[src/rtl/pc_sequencer_pkg.sv]
// -----------------------------------------------------------------------------
// pc_sequencer_pkg
//   Shared definitions for the fetch sequencer: default address width, reset
//   and trap vectors, and the FSM state encoding.
// -----------------------------------------------------------------------------
package pc_sequencer_pkg;

   localparam int unsigned       DEF_ADDR_W    = 16;
   localparam logic [15:0]       DEF_RESET_VEC = 16'h0000;
   localparam logic [15:0]       DEF_TRAP_VEC  = 16'h0010;

   // IDLE  : one cycle after reset before the first fetch
   // FETCH : request outstanding, waiting for imem_ack
   // GAP   : mandatory bubble after every accepted fetch
   // STALL : downstream not ready, no new fetch issued
   // HALT  : fetching stopped until reset
   typedef enum logic [2:0] {
      ST_IDLE  = 3'd0,
      ST_FETCH = 3'd1,
      ST_GAP   = 3'd2,
      ST_STALL = 3'd3,
      ST_HALT  = 3'd4
   } state_e;

endpackage : pc_sequencer_pkg

[src/rtl/pc_sequencer_if.sv]
// -----------------------------------------------------------------------------
// pc_sequencer_if
//   Bundles the instruction-memory handshake, the control inputs from the
//   pipeline and the delivered-instruction outputs of the fetch sequencer.
//
//   master : the sequencer itself
//            out imem_req, imem_addr, inst_valid, inst, inst_pc, halted
//            in  imem_ack, imem_rdata, stall, redirect_valid,
//                redirect_target, trap, halt
//   slave  : the environment (memory + pipeline), directions reversed
// -----------------------------------------------------------------------------
interface pc_sequencer_if #(
   parameter int ADDR_W = 16
);

   // instruction-memory handshake
   logic              imem_req;
   logic [ADDR_W-1:0] imem_addr;
   logic              imem_ack;
   logic [ADDR_W-1:0] imem_rdata;

   // pipeline control
   logic              stall;
   logic              redirect_valid;
   logic [ADDR_W-1:0] redirect_target;
   logic              trap;
   logic              halt;

   // delivery to decode
   logic              inst_valid;
   logic [ADDR_W-1:0] inst;
   logic [ADDR_W-1:0] inst_pc;
   logic              halted;

   modport master (
      output imem_req, imem_addr, inst_valid, inst, inst_pc, halted,
      input  imem_ack, imem_rdata, stall, redirect_valid, redirect_target,
             trap, halt
   );

   modport slave (
      input  imem_req, imem_addr, inst_valid, inst, inst_pc, halted,
      output imem_ack, imem_rdata, stall, redirect_valid, redirect_target,
             trap, halt
   );

endinterface : pc_sequencer_if

[src/rtl/pc_sequencer_pc_next_sel.sv]
// -----------------------------------------------------------------------------
// pc_next_sel
//   Combinational next-PC priority select:
//      trap > redirect > pending (squashed) target > pc+1 > pc
//   pc+1 wraps naturally at the top of the address space.
//
//   trap, redirect_valid, redirect_target : same-cycle control events
//   use_pend, pend_pc                     : target captured earlier in a fetch
//   advance                               : increment pc when nothing overrides
//   pc                                    : current program counter
//   next_pc                               : selected PC
//   event_hit / event_pc                  : a same-cycle event and its target
// -----------------------------------------------------------------------------
module pc_next_sel #(
   parameter int                ADDR_W   = 16,
   parameter logic [ADDR_W-1:0] TRAP_VEC = '0
) (
   input  logic              trap,
   input  logic              redirect_valid,
   input  logic [ADDR_W-1:0] redirect_target,
   input  logic              use_pend,
   input  logic [ADDR_W-1:0] pend_pc,
   input  logic              advance,
   input  logic [ADDR_W-1:0] pc,
   output logic [ADDR_W-1:0] next_pc,
   output logic              event_hit,
   output logic [ADDR_W-1:0] event_pc
);

   always_comb begin
      event_hit = trap | redirect_valid;
      event_pc  = trap ? TRAP_VEC : redirect_target;

      if (event_hit) begin
         next_pc = event_pc;
      end else if (use_pend) begin
         next_pc = pend_pc;
      end else if (advance) begin
         next_pc = pc + ADDR_W'(1);
      end else begin
         next_pc = pc;
      end
   end

endmodule : pc_next_sel

[src/rtl/pc_sequencer.sv]
// -----------------------------------------------------------------------------
// pc_sequencer
//   Fetch sequencer owning the word-addressed program counter. Issues one
//   instruction-memory request at a time, delivers the fetched word with its
//   PC, and applies stall / redirect / trap / halt to choose the next PC.
//
//   clk : rising-edge clock
//   rst : synchronous active-high reset
//   bus : pc_sequencer_if.master (memory handshake, control, delivery)
//
//   Every accepted fetch is followed by a one-cycle GAP, giving one
//   instruction per two cycles with a zero-wait memory. Redirects that arrive
//   while a request is outstanding cannot move imem_addr, so they are parked
//   in pend_pc and the in-flight data is squashed when it returns.
// -----------------------------------------------------------------------------
module pc_sequencer
   import pc_sequencer_pkg::*;
#(
   parameter int                ADDR_W    = DEF_ADDR_W,
   parameter logic [ADDR_W-1:0] RESET_VEC = DEF_RESET_VEC,
   parameter logic [ADDR_W-1:0] TRAP_VEC  = DEF_TRAP_VEC
) (
   input logic            clk,
   input logic            rst,
   pc_sequencer_if.master bus
);

   state_e            state_q, state_d;
   logic [ADDR_W-1:0] pc_q, pc_d;
   logic [ADDR_W-1:0] pend_pc_q, pend_pc_d;
   logic              squash_q, squash_d;
   logic              halt_pend_q, halt_pend_d;
   logic              imem_req_q, imem_req_d;
   logic              inst_valid_q, inst_valid_d;
   logic [ADDR_W-1:0] inst_q, inst_d;
   logic [ADDR_W-1:0] inst_pc_q, inst_pc_d;
   logic              halted_q, halted_d;

   logic [ADDR_W-1:0] next_pc;
   logic              event_hit;
   logic [ADDR_W-1:0] event_pc;
   logic              in_fetch;

   assign in_fetch = (state_q == ST_FETCH);

   // squash_q is only ever set inside FETCH and cleared on leaving it, so
   // outside FETCH the selector falls through to "hold pc" unless an event
   // arrives.
   pc_next_sel #(
      .ADDR_W   (ADDR_W),
      .TRAP_VEC (TRAP_VEC)
   ) u_pc_next_sel (
      .trap            (bus.trap),
      .redirect_valid  (bus.redirect_valid),
      .redirect_target (bus.redirect_target),
      .use_pend        (squash_q),
      .pend_pc         (pend_pc_q),
      .advance         (in_fetch),
      .pc              (pc_q),
      .next_pc         (next_pc),
      .event_hit       (event_hit),
      .event_pc        (event_pc)
   );

   // ---------------------------------------------------------------------------
   // State register
   // ---------------------------------------------------------------------------
   // NOTE: sequential blocks use non-blocking (<=) so every flop samples the
   // pre-edge values of the others; blocking here would create order-dependent
   // simulation that no longer matches the synthesised hardware.
   always_ff @(posedge clk) begin
      if (rst) begin
         state_q <= ST_IDLE;
      end else begin
         state_q <= state_d;
      end
   end

   // ---------------------------------------------------------------------------
   // Next-state logic
   // ---------------------------------------------------------------------------
   // NOTE: each combinational block assigns every output a default first, so
   // no path leaves a signal unassigned and no latch is inferred.
   always_comb begin
      state_d = state_q;
      unique case (state_q)
         ST_IDLE:  state_d = bus.halt ? ST_HALT : ST_FETCH;
         ST_FETCH: if (bus.imem_ack) state_d = ST_GAP;
         ST_GAP: begin
            if (halt_pend_q || bus.halt) state_d = ST_HALT;
            else if (bus.stall)          state_d = ST_STALL;
            else                         state_d = ST_FETCH;
         end
         ST_STALL: begin
            if (bus.halt)       state_d = ST_HALT;
            else if (!bus.stall) state_d = ST_FETCH;
         end
         ST_HALT:  state_d = ST_HALT;
         default:  state_d = ST_IDLE;
      endcase
   end

   // ---------------------------------------------------------------------------
   // Datapath next-values: PC, pending target, squash, delivery
   // ---------------------------------------------------------------------------
   always_comb begin
      pc_d         = pc_q;
      pend_pc_d    = pend_pc_q;
      squash_d     = squash_q;
      halt_pend_d  = halt_pend_q;
      inst_valid_d = 1'b0;
      inst_d       = inst_q;
      inst_pc_d    = inst_pc_q;

      unique case (state_q)
         ST_FETCH: begin
            halt_pend_d = halt_pend_q | bus.halt;
            if (bus.imem_ack) begin
               // next_pc already prefers a same-cycle event, then pend_pc,
               // then pc+1; data is delivered only when nothing redirected.
               pc_d     = next_pc;
               squash_d = 1'b0;
               if (!event_hit && !squash_q) begin
                  inst_valid_d = 1'b1;
                  inst_d       = bus.imem_rdata;
                  inst_pc_d    = pc_q;
               end
            end else if (event_hit) begin
               // Address must stay stable, so park the target for the ack.
               squash_d  = 1'b1;
               pend_pc_d = event_pc;
            end
         end
         ST_GAP, ST_STALL: begin
            pc_d = next_pc;
         end
         default: begin
         end
      endcase
   end

   // ---------------------------------------------------------------------------
   // Output logic: registered Moore outputs derived from the next state
   // ---------------------------------------------------------------------------
   always_comb begin
      imem_req_d = (state_d == ST_FETCH);
      halted_d   = (state_d == ST_HALT);
   end

   // ---------------------------------------------------------------------------
   // Datapath and output registers
   // ---------------------------------------------------------------------------
   // NOTE: all flops here are plain registers, so every one of them is reset;
   // there is no storage array whose contents could be left unreset.
   always_ff @(posedge clk) begin
      if (rst) begin
         pc_q         <= RESET_VEC;
         pend_pc_q    <= RESET_VEC;
         squash_q     <= 1'b0;
         halt_pend_q  <= 1'b0;
         imem_req_q   <= 1'b0;
         inst_valid_q <= 1'b0;
         inst_q       <= '0;
         inst_pc_q    <= '0;
         halted_q     <= 1'b0;
      end else begin
         pc_q         <= pc_d;
         pend_pc_q    <= pend_pc_d;
         squash_q     <= squash_d;
         halt_pend_q  <= halt_pend_d;
         imem_req_q   <= imem_req_d;
         inst_valid_q <= inst_valid_d;
         inst_q       <= inst_d;
         inst_pc_q    <= inst_pc_d;
         halted_q     <= halted_d;
      end
   end

   // pc only moves outside FETCH, so it doubles as the stable fetch address.
   assign bus.imem_addr  = pc_q;
   assign bus.imem_req   = imem_req_q;
   assign bus.inst_valid = inst_valid_q;
   assign bus.inst       = inst_q;
   assign bus.inst_pc    = inst_pc_q;
   assign bus.halted     = halted_q;

endmodule : pc_sequencer
[src/flat_wrapper.sv]
// flat-port wrapper written by rule: the top's interface ports become plain ports
module pc_sequencer_flat import pc_sequencer_pkg::*;
#(
   parameter int                ADDR_W    = DEF_ADDR_W,
   parameter logic [ADDR_W-1:0] RESET_VEC = DEF_RESET_VEC,
   parameter logic [ADDR_W-1:0] TRAP_VEC  = DEF_TRAP_VEC
)
  (clk, rst, bus_imem_req, bus_imem_addr, bus_inst_valid, bus_inst, bus_inst_pc, bus_halted, bus_imem_ack, bus_imem_rdata, bus_stall, bus_redirect_valid, bus_redirect_target, bus_trap, bus_halt);
  pc_sequencer_if #(.ADDR_W(ADDR_W)) bus_i ();
  input logic clk;
  input logic rst;
  output wire logic [$bits(bus_i.imem_req)-1:0] bus_imem_req;
  output wire logic [$bits(bus_i.imem_addr)-1:0] bus_imem_addr;
  output wire logic [$bits(bus_i.inst_valid)-1:0] bus_inst_valid;
  output wire logic [$bits(bus_i.inst)-1:0] bus_inst;
  output wire logic [$bits(bus_i.inst_pc)-1:0] bus_inst_pc;
  output wire logic [$bits(bus_i.halted)-1:0] bus_halted;
  input wire logic [$bits(bus_i.imem_ack)-1:0] bus_imem_ack;
  input wire logic [$bits(bus_i.imem_rdata)-1:0] bus_imem_rdata;
  input wire logic [$bits(bus_i.stall)-1:0] bus_stall;
  input wire logic [$bits(bus_i.redirect_valid)-1:0] bus_redirect_valid;
  input wire logic [$bits(bus_i.redirect_target)-1:0] bus_redirect_target;
  input wire logic [$bits(bus_i.trap)-1:0] bus_trap;
  input wire logic [$bits(bus_i.halt)-1:0] bus_halt;
  assign bus_imem_req = bus_i.imem_req;
  assign bus_imem_addr = bus_i.imem_addr;
  assign bus_inst_valid = bus_i.inst_valid;
  assign bus_inst = bus_i.inst;
  assign bus_inst_pc = bus_i.inst_pc;
  assign bus_halted = bus_i.halted;
  assign bus_i.imem_ack = bus_imem_ack;
  assign bus_i.imem_rdata = bus_imem_rdata;
  assign bus_i.stall = bus_stall;
  assign bus_i.redirect_valid = bus_redirect_valid;
  assign bus_i.redirect_target = bus_redirect_target;
  assign bus_i.trap = bus_trap;
  assign bus_i.halt = bus_halt;
  pc_sequencer #(.ADDR_W(ADDR_W), .RESET_VEC(RESET_VEC), .TRAP_VEC(TRAP_VEC)) u_core (.clk(clk), .rst(rst), .bus(bus_i));
endmodule
[config.mk]
export PLATFORM = sky130hd
export DESIGN_NAME = pc_sequencer_flat
export DESIGN_NICKNAME = d
export VERILOG_FILES = /design/src/rtl/pc_sequencer_pkg.sv /design/src/rtl/pc_sequencer_if.sv /design/src/rtl/pc_sequencer_pc_next_sel.sv /design/src/rtl/pc_sequencer.sv /design/src/flat_wrapper.sv
export SDC_FILE = /design/constraint.sdc
export NUM_CORES = 1
export LEC_CHECK = 0
export ABC_AREA = 1
export CAP_MARGIN = 10
export CORE_MARGIN = 4
export CORE_UTILIZATION = 37
export CTS_BUF_LIST = sky130_fd_sc_hd__clkbuf_4
export DETAILED_ROUTE_END_ITERATION = 10
export PLACE_DENSITY = 0.66
export RECOVER_POWER = 25
export SLEW_MARGIN = 20
export SYNTH_ARGS = -nofsm -noshare
export SYNTH_HDL_FRONTEND = slang
export SYNTH_SLANG_ARGS = --single-unit
export TNS_END_PERCENT = 10
[constraint.sdc]
create_clock -name clk -period 1.3 [get_ports clk]
set_input_delay 0.13 -clock clk [delete_from_list [all_inputs] [get_ports clk]]
set_output_delay 0.13 -clock clk [all_outputs]
set_load 0.05 [all_outputs]
==> flow_results.xml <==
<?xml version="1.0" encoding="UTF-8"?>
<metrics>
  <group name="place">
    <metric name="dpl-instance-area" unit="mm2">0.00512</metric>
    <metric name="post_place_worst_slack" unit="ns">-0.319</metric>
    <metric name="routabilityCongestion" unit="">0.876</metric>
    <metric name="buffer_ports.inserted" unit="">89</metric>
    <metric name="detailedPlacementHpwl" unit="um">7250</metric>
  </group>
  <group name="die">
    <metric name="dieArea" unit="mm2">0.0108</metric>
    <metric name="core.rowCount" unit="">34</metric>
    <metric name="fp.dieH" unit="um">104</metric>
    <metric name="core-area" unit="mm2">0.00885</metric>
    <metric name="start_util" unit="%">38.5</metric>
    <metric name="floorplan.io_pins" unit="">90</metric>
    <metric name="width_of_the_chip" unit="um">104</metric>
  </group>
  <group name="global_routing">
    <metric name="gr-usage-met2" unit="%">29.3</metric>
    <metric name="grt_antenna_before_repair" unit="">0</metric>
    <metric name="grt.met3_usage" unit="%">3.54</metric>
    <metric name="grt_pass1_vias" unit="">3354</metric>
    <metric name="grt_use_total" unit="%">18.4</metric>
    <metric name="grt_busiest_layer" unit="">met2</metric>
    <metric name="grt_max_degree" unit="">47</metric>
    <metric name="met1_usage" unit="%">25.1</metric>
    <metric name="grt_pass1_wl" unit="um">16400</metric>
    <metric name="grt_remaining_overflow" unit="">0</metric>
  </group>
  <group name="sta">
    <metric name="fin_setup_tns" unit="ns">-0.713</metric>
    <metric name="final.min_clock_period" unit="ns">1.36</metric>
    <metric name="rsz0062_at_grt" unit="">yes</metric>
    <metric name="achievable-frequency" unit="MHz">733</metric>
    <metric name="setup_viol" unit="">39</metric>
    <metric name="max_slew.worst_pin.slew" unit="ns">0.555</metric>
    <metric name="relSlewSlack" unit="%">63.0</metric>
    <metric name="final_max_slew_viol_count" unit="">0</metric>
    <metric name="final_min_period_over_clock_period" unit="%">105</metric>
    <metric name="postLayoutSetupSlackWorst" unit="ns">-0.0643</metric>
    <metric name="hold_slack" unit="ns">0.288</metric>
    <metric name="worst_clock_skew" unit="ns">0.0138</metric>
    <metric name="timing_hold_violations_final" unit="">0</metric>
  </group>
  <group name="synthesis">
    <metric name="synth_warnings" unit="">0</metric>
    <metric name="synthMostInstantiatedCell" unit="">sky130_fd_sc_hd__nor2_1</metric>
    <metric name="post_synth_instance_area" unit="mm2">0.00341</metric>
    <metric name="async_reset_ff_share" unit="%">0</metric>
    <metric name="syn_avg_cell_area" unit="um2">7.02</metric>
    <metric name="synth.largest_area_cell" unit="">sky130_fd_sc_hd__dfxtp_1</metric>
    <metric name="ys_top_cells_by_count" unit="">sky130_fd_sc_hd__nor2_1 (88), sky130_fd_sc_hd__nand2_1 (79), sky130_fd_sc_hd__dfxtp_1 (72), sky130_fd_sc_hd__a21oi_1 (58), sky130_fd_sc_hd__o21ai_0 (56)</metric>
    <metric name="edff_count_synth" unit="">0</metric>
    <metric name="post_synth_main_area_contributors" unit="">sky130_fd_sc_hd__dfxtp_1 (42%), sky130_fd_sc_hd__nor2_1 (9.7%), sky130_fd_sc_hd__nand2_1 (8.7%)</metric>
    <metric name="synth.yosys.seq_area_share" unit="%">42.3</metric>
    <metric name="synth_nets" unit="">525</metric>
    <metric name="postSynthCellCount" unit="">485</metric>
    <metric name="synth_cell_types" unit="">34</metric>
    <metric name="synth_top_area_share" unit="%">42.3</metric>
    <metric name="synth_top_flop_cell" unit="">sky130_fd_sc_hd__dfxtp_1</metric>
    <metric name="postSynthRegisterBits" unit="">72</metric>
  </group>
  <group name="layout">
    <metric name="insertedDiodeCount" unit="">0</metric>
    <metric name="layout.cell_area.non_filler" unit="mm2">0.00569</metric>
    <metric name="seq_area" unit="mm2">0.00148</metric>
    <metric name="layout-area-overhead-vs-synth" unit="%">67.0</metric>
    <metric name="final_nets" unit="">643</metric>
    <metric name="share_of_post_route_cells_with_drive_strength_above_1" unit="%">34.2</metric>
    <metric name="n_fill_cell" unit="">738</metric>
    <metric name="area_of_the_multi_input_gates" unit="mm2">0.00186</metric>
  </group>
  <group name="worst_setup_path">
    <metric name="end_kind" unit="">register</metric>
    <metric name="worst-path-max-fanout" unit="">3</metric>
    <metric name="type_of_element_launching_the_critical_path" unit="">register</metric>
    <metric name="critPathRequiredTime" unit="ns">1.63</metric>
    <metric name="worst_r2r_startpoint" unit="">u_core.state_q[2]</metric>
    <metric name="worstSetupStartpoint" unit="">u_core.state_q[2]</metric>
    <metric name="worst-setup-path-type" unit="">register to register</metric>
    <metric name="crit_arrival" unit="ns">1.69</metric>
  </group>
  <group name="clock_tree">
    <metric name="tritoncts" unit="">done</metric>
    <metric name="insertion_delay" unit="ns">0.42</metric>
    <metric name="cts-root-buf" unit="">sky130_fd_sc_hd__clkbuf_4</metric>
    <metric name="cts.sink_count" unit="">72</metric>
    <metric name="clock_pin_slew_worst_setup_and_hold_paths" unit="ns">0.13</metric>
    <metric name="cts.path.max_buffers" unit="">2</metric>
    <metric name="htree_num_levels" unit="">3</metric>
    <metric name="total_clock_buffers_created_by_cts" unit="">9</metric>
  </group>
  <group name="drt">
    <metric name="post_drt_wl_per_cell" unit="um">14.4</metric>
    <metric name="drt_first_iter_violations" unit="">230</metric>
    <metric name="vias" unit="">3596</metric>
    <metric name="drt.antenna.violating_nets" unit="">0</metric>
    <metric name="wl" unit="um">10300</metric>
    <metric name="drt_drc_violations_left" unit="">0</metric>
    <metric name="avgViaCountPerCell" unit="">5.02</metric>
    <metric name="drt_first_pass_iters" unit="">4</metric>
  </group>
  <group name="pwr">
    <metric name="ir_worst_vdd" unit="mV">0.607</metric>
    <metric name="power_density" unit="mW/mm2">1050</metric>
    <metric name="p_total" unit="mW">5.97</metric>
    <metric name="power.leakage" unit="nW">2.39</metric>
  </group>
  <group name="worst_hold_path">
    <metric name="type_of_the_most_critical_hold_path" unit="">input port to register</metric>
    <metric name="worstHoldStart" unit="">bus_redirect_target[1]</metric>
  </group>
  <group name="status">
    <metric name="outcome" unit="">finished, violations left</metric>
    <metric name="violations" unit="">setup timing</metric>
  </group>
  <group name="flow_run">
    <metric name="drv.max_cap_violation_count" unit="">0</metric>
  </group>
</metrics>
-- logic make-up (layout without fill, tap and decap cells) --
group                      Yosys count  count (layout)  share of synthesized area, %
DFF                                 72              72                          42.3
buffers and inverters               76             199                          11.0
adders and majority gates            1               1                         0.367
xor gates and xnor gates             3               3                         0.772
and+or+nand+nor                    198             198                          24.3
AOI/OAI and AO/OA                  135             135                          21.2
-- power by group --
| part | internal [mW] | leakage (nW) | switching (mW) |
|---|---|---|---|
| registers | 2.34 | 0.593 | 0.142 |
| clock network | 0.801 | 0.0914 | 0.871 |
| logic | 0.842 | 1.71 | 0.971 |
-- routing by layer --
layer  wire length (um)  part of all wire, %
met1               4670                   45
met2               4820                   47
met3                661                  6.4
met4                190                  1.8
met5                  0                    0
-- worst max-delay path, cell delays in order (launching register included) --
cell and delay [ns]:
sky130_fd_sc_hd__dfxtp_2 0.39, sky130_fd_sc_hd__inv_4 0.06, sky130_fd_sc_hd__buf_4 0.12, sky130_fd_sc_hd__buf_4 0.13, sky130_fd_sc_hd__nand3_1 0.09, sky130_fd_sc_hd__o21ai_0 0.10, sky130_fd_sc_hd__a21oi_1 0.20, sky130_fd_sc_hd__inv_1 0.08
sky130_fd_sc_hd__nand2_1 0.07, sky130_fd_sc_hd__inv_1 0.04
-- cell type report --
type	count	area share [%]
multi-input cells	337	32.8
repair buffers	131	31.9
flip-flops and latches	72	26.0
inverters	52	4.03
well taps	108	2.38
clock inverters	7	1.78
clock buffers	9	1.19
-- registers in the layout, summed over array words and instances, names as in the netlist, 3 cells and up --
| signal | cells |
|---|---|
| u_core.state_q | 3 |
| u_core.bus.inst | 16 |
| u_core.bus.imem_addr | 16 |
| u_core.pend_pc_q | 16 |
| u_core.bus.inst_pc | 16 |
-- worst paths after layout --
| path | to | slack [ns] | cells past startpoint |
|---|---|---|---|
| max | u_core.state_q[1] | -0.06 | 9 |
| max reg2reg | u_core.state_q[1] | -0.06 | 9 |
| min reg2reg | u_core.pend_pc_q[11] | 0.46 | 2 |
| min | u_core.pend_pc_q[1] | 0.29 | 3 |
-- cells in the final DEF (no fill, tap or decap), drive strengths merged --
cell type,instances
a21o,1
clkdlybuf4s50,38
and3,1
buf,92
ha,1
bufinv,2
a21oi,64
clkbuf,10
o21ai,66
clkinv,5
a211oi,2
xor2,3
dfxtp,72
nand3,19
nand2,83
o21a,1
nand4,3
nor3,1
a22oi,1
nor2,91
inv,52
-- what timing repair did --
item / in CTS / in global routing
endpoints found under the hold margin: 0 / 0
setup endpoints to repair: 66 / 66
resized for setup: 27 / 83
pin swaps: 4 / 7
buffers inserted: 2 / 2
cloned: 1 / 1
hold buffers: 0 / 0
-- stage by stage --
stage	utilization (%)	instances
6_report	64.3	716
5_1_grt	64.3	716
4_1_cts	61.0	713
3_5_place_dp	57.9	694
3_3_place_gp	57.9	694
2_1_floorplan	-	485
No activity file was read; power rests on OpenSTA's default activity.
==> patch: new RTL, same settings <==
Reset style: asynchronous (`rst`), changed in 2 clocked blocks. Comments in the files are not updated.
--- a/src/rtl/pc_sequencer.sv
+++ b/src/rtl/pc_sequencer.sv
@@ -69,5 +69,5 @@
    // pre-edge values of the others; blocking here would create order-dependent
    // simulation that no longer matches the synthesised hardware.
-   always_ff @(posedge clk) begin
+   always_ff @(posedge clk or posedge rst) begin
       if (rst) begin
          state_q <= ST_IDLE;
@@ -153,5 +153,5 @@
    // NOTE: all flops here are plain registers, so every one of them is reset;
    // there is no storage array whose contents could be left unreset.
-   always_ff @(posedge clk) begin
+   always_ff @(posedge clk or posedge rst) begin
       if (rst) begin
          pc_q         <= RESET_VEC;
Function: differs if rst is asserted again (counterexample within 4 cycles, from zero or initial values and one cycle with rst high); with rst held inactive, the same outputs for 4 cycles.
==> patch against the original RTL <==
- the run still ends with setup timing left
- area after synthesis rose by 2.7%
- design area rose by 5.2%
- sequential share of layout area rose by 4.3 points
- sequential cell count did not move
- setup slack got worse by 0.11 ns
- first-iteration DRC count fell by 14%
- final cell count fell by 2.9%
- wire length fell by 2.2%
- critical path depth rose by 1
Power is not compared: it rests on default switching activity, and its combinational part moved more than twofold at a synthesized area within 25%.
==> patch: results (changes against the original RTL) <==
skew final=0.0128 ns (-0.00105 ns); Routability Congestion=0.847 (-3.3%); DR iter-0 viols=198 (-14%); routed vias/inst=4.81 (-4.2%); Slowest-stage cell, CP=dfrtp_1; reg2reg path depth=10 (+1); final wirelength=10100 µm (-2.2%); first-pass GRT wire length=15400 µm (-6.0%); CP max stage delay=0.41 ns (+0.02 ns); synth unique cells=26 (-24%); largest net degree at the start of global routing=57 (+21%); largest cells by area after synthesis=dfrtp_1, nor2_1, nand2_1; fillers=712 (-3.5%); Placement Cell Area=5380 µm² (+5.1%); status=complete, but fails checks; final worst slack=-0.172 ns (-0.107 ns); Post-synth top flop=dfrtp_1; Least-Margin Pin Slew=0.904 ns (+0.349 ns); most frequent cells after synthesis=nor2_1, dfrtp_1, nand2_1; hold_sp=bus_redirect_target[13]; failing checks=setup timing; dpl ws=-0.440 ns (-0.121 ns); nets@finish=601 (-6.5%); share of cells above drive strength 1=37.6% (+3.4 points); asr flop ratio synth=100% (+100 points); Post-DP HPWL=7050 µm (-2.8%); CP Data Arrival Time=1.79 ns (+0.10 ns); vias=3344 (-7.0%); crit path from=u_core.state_q[1]; dpl cells=666 (-4.0%); Setup Viol. Count Final=70 (+79%)
patch: cell types whose count changed in the layout (fill, tap and decap cells not counted), sizes merged, moves of 4 or more:
cell,change
dfrtp,+72
o21ai,-31
inv,-16
mux2,+19
a21oi,-30
nand2,-10
buf,+19
nand3,+4
o22ai,+6
dfxtp,-72
patch: worst min-delay path, stage by stage:
cell and delay (ns):
clkdlybuf4s50_1 0.39, nand2_1 0.09, o21ai_1 0.07
patch: worst min-delay path by stage:
| stage | to | cells past startpoint | slack [ns] |
|---|---|---|---|
| finish | u_core.pend_pc_q[13] | 3 | 0.29 |
| global route | u_core.state_q[1] | 3 | 0.28 |
| CTS | u_core.bus.inst[13] | 3 | 0.10 |
| detailed placement | u_core.pend_pc_q[6] | 2 | 0.47 |
| global placement | u_core.pend_pc_q[1] | 2 | 0.47 |
| floorplan | u_core.bus.inst[0] | 1 | 0.28 |
patch: kinds of logic (layout without fill, tap and decap cells):
| logic type | count (synthesis) | in the layout | synth area share, % |
|---|---|---|---|
| AOI/OAI and AO/OA | 78 | 78 | 11.5 |
| xor gates and xnor gates | 1 | 1 | 0.250 |
| adders and majority gates | 1 | 1 | 0.358 |
| buffers and inverters | 51 | 207 | 6.76 |
| DFF | 72 | 72 | 51.5 |
| muxes | 19 | 19 | 7.19 |
| and+or+nand+nor | 188 | 188 | 22.4 |
patch: final cells by class:
cell class	instances	area [µm²]	area share (%)
Sequential cell	72	1810	30.3
Inverter	37	150	2.51
Timing Repair Buffer	152	2030	33.9
Tap cell	129	161	2.70
Clock inverter	6	83.8	1.40
Clock buffer	10	75.1	1.25
Multi-Input combinational cell	287	1660	27.7
Timing Repair inverter	2	16.3	0.272
patch: stage by stage:
step / setup TNS [ns] / hold slack [ns]
final: -7.04 / 0.290
after global placement: -18.95 / 0.465
after detailed placement: -20.99 / 0.475
after CTS: -4.91 / 0.101
after floorplan: -11.03 / 0.278
after global routing: -13.28 / 0.283
patch: repair_timing:
action / in CTS / in global routing
cloned: 1 / 3
endpoints found under the setup margin: 79 / 84
resized for setup: 49 / 71
endpoints found under the hold margin: 0 / 0
pin swaps: 6 / 16
setup buffers: 4 / 5
patch: per-layer routing:
layer  global-route usage (%)  share of wire [%]
met5                        0                  0
met4                     5.25                2.1
met3                     3.37                4.9
met2                     27.0                 48
met1                     24.1                 45
patch: where the power goes:
group	internal [mW]	switching [mW]	leakage [nW]
combinational	2.92	3.11	1.77
sequential	2.87	0.651	0.935
clock	0.792	0.828	0.0800
total	6.58	4.59	2.78
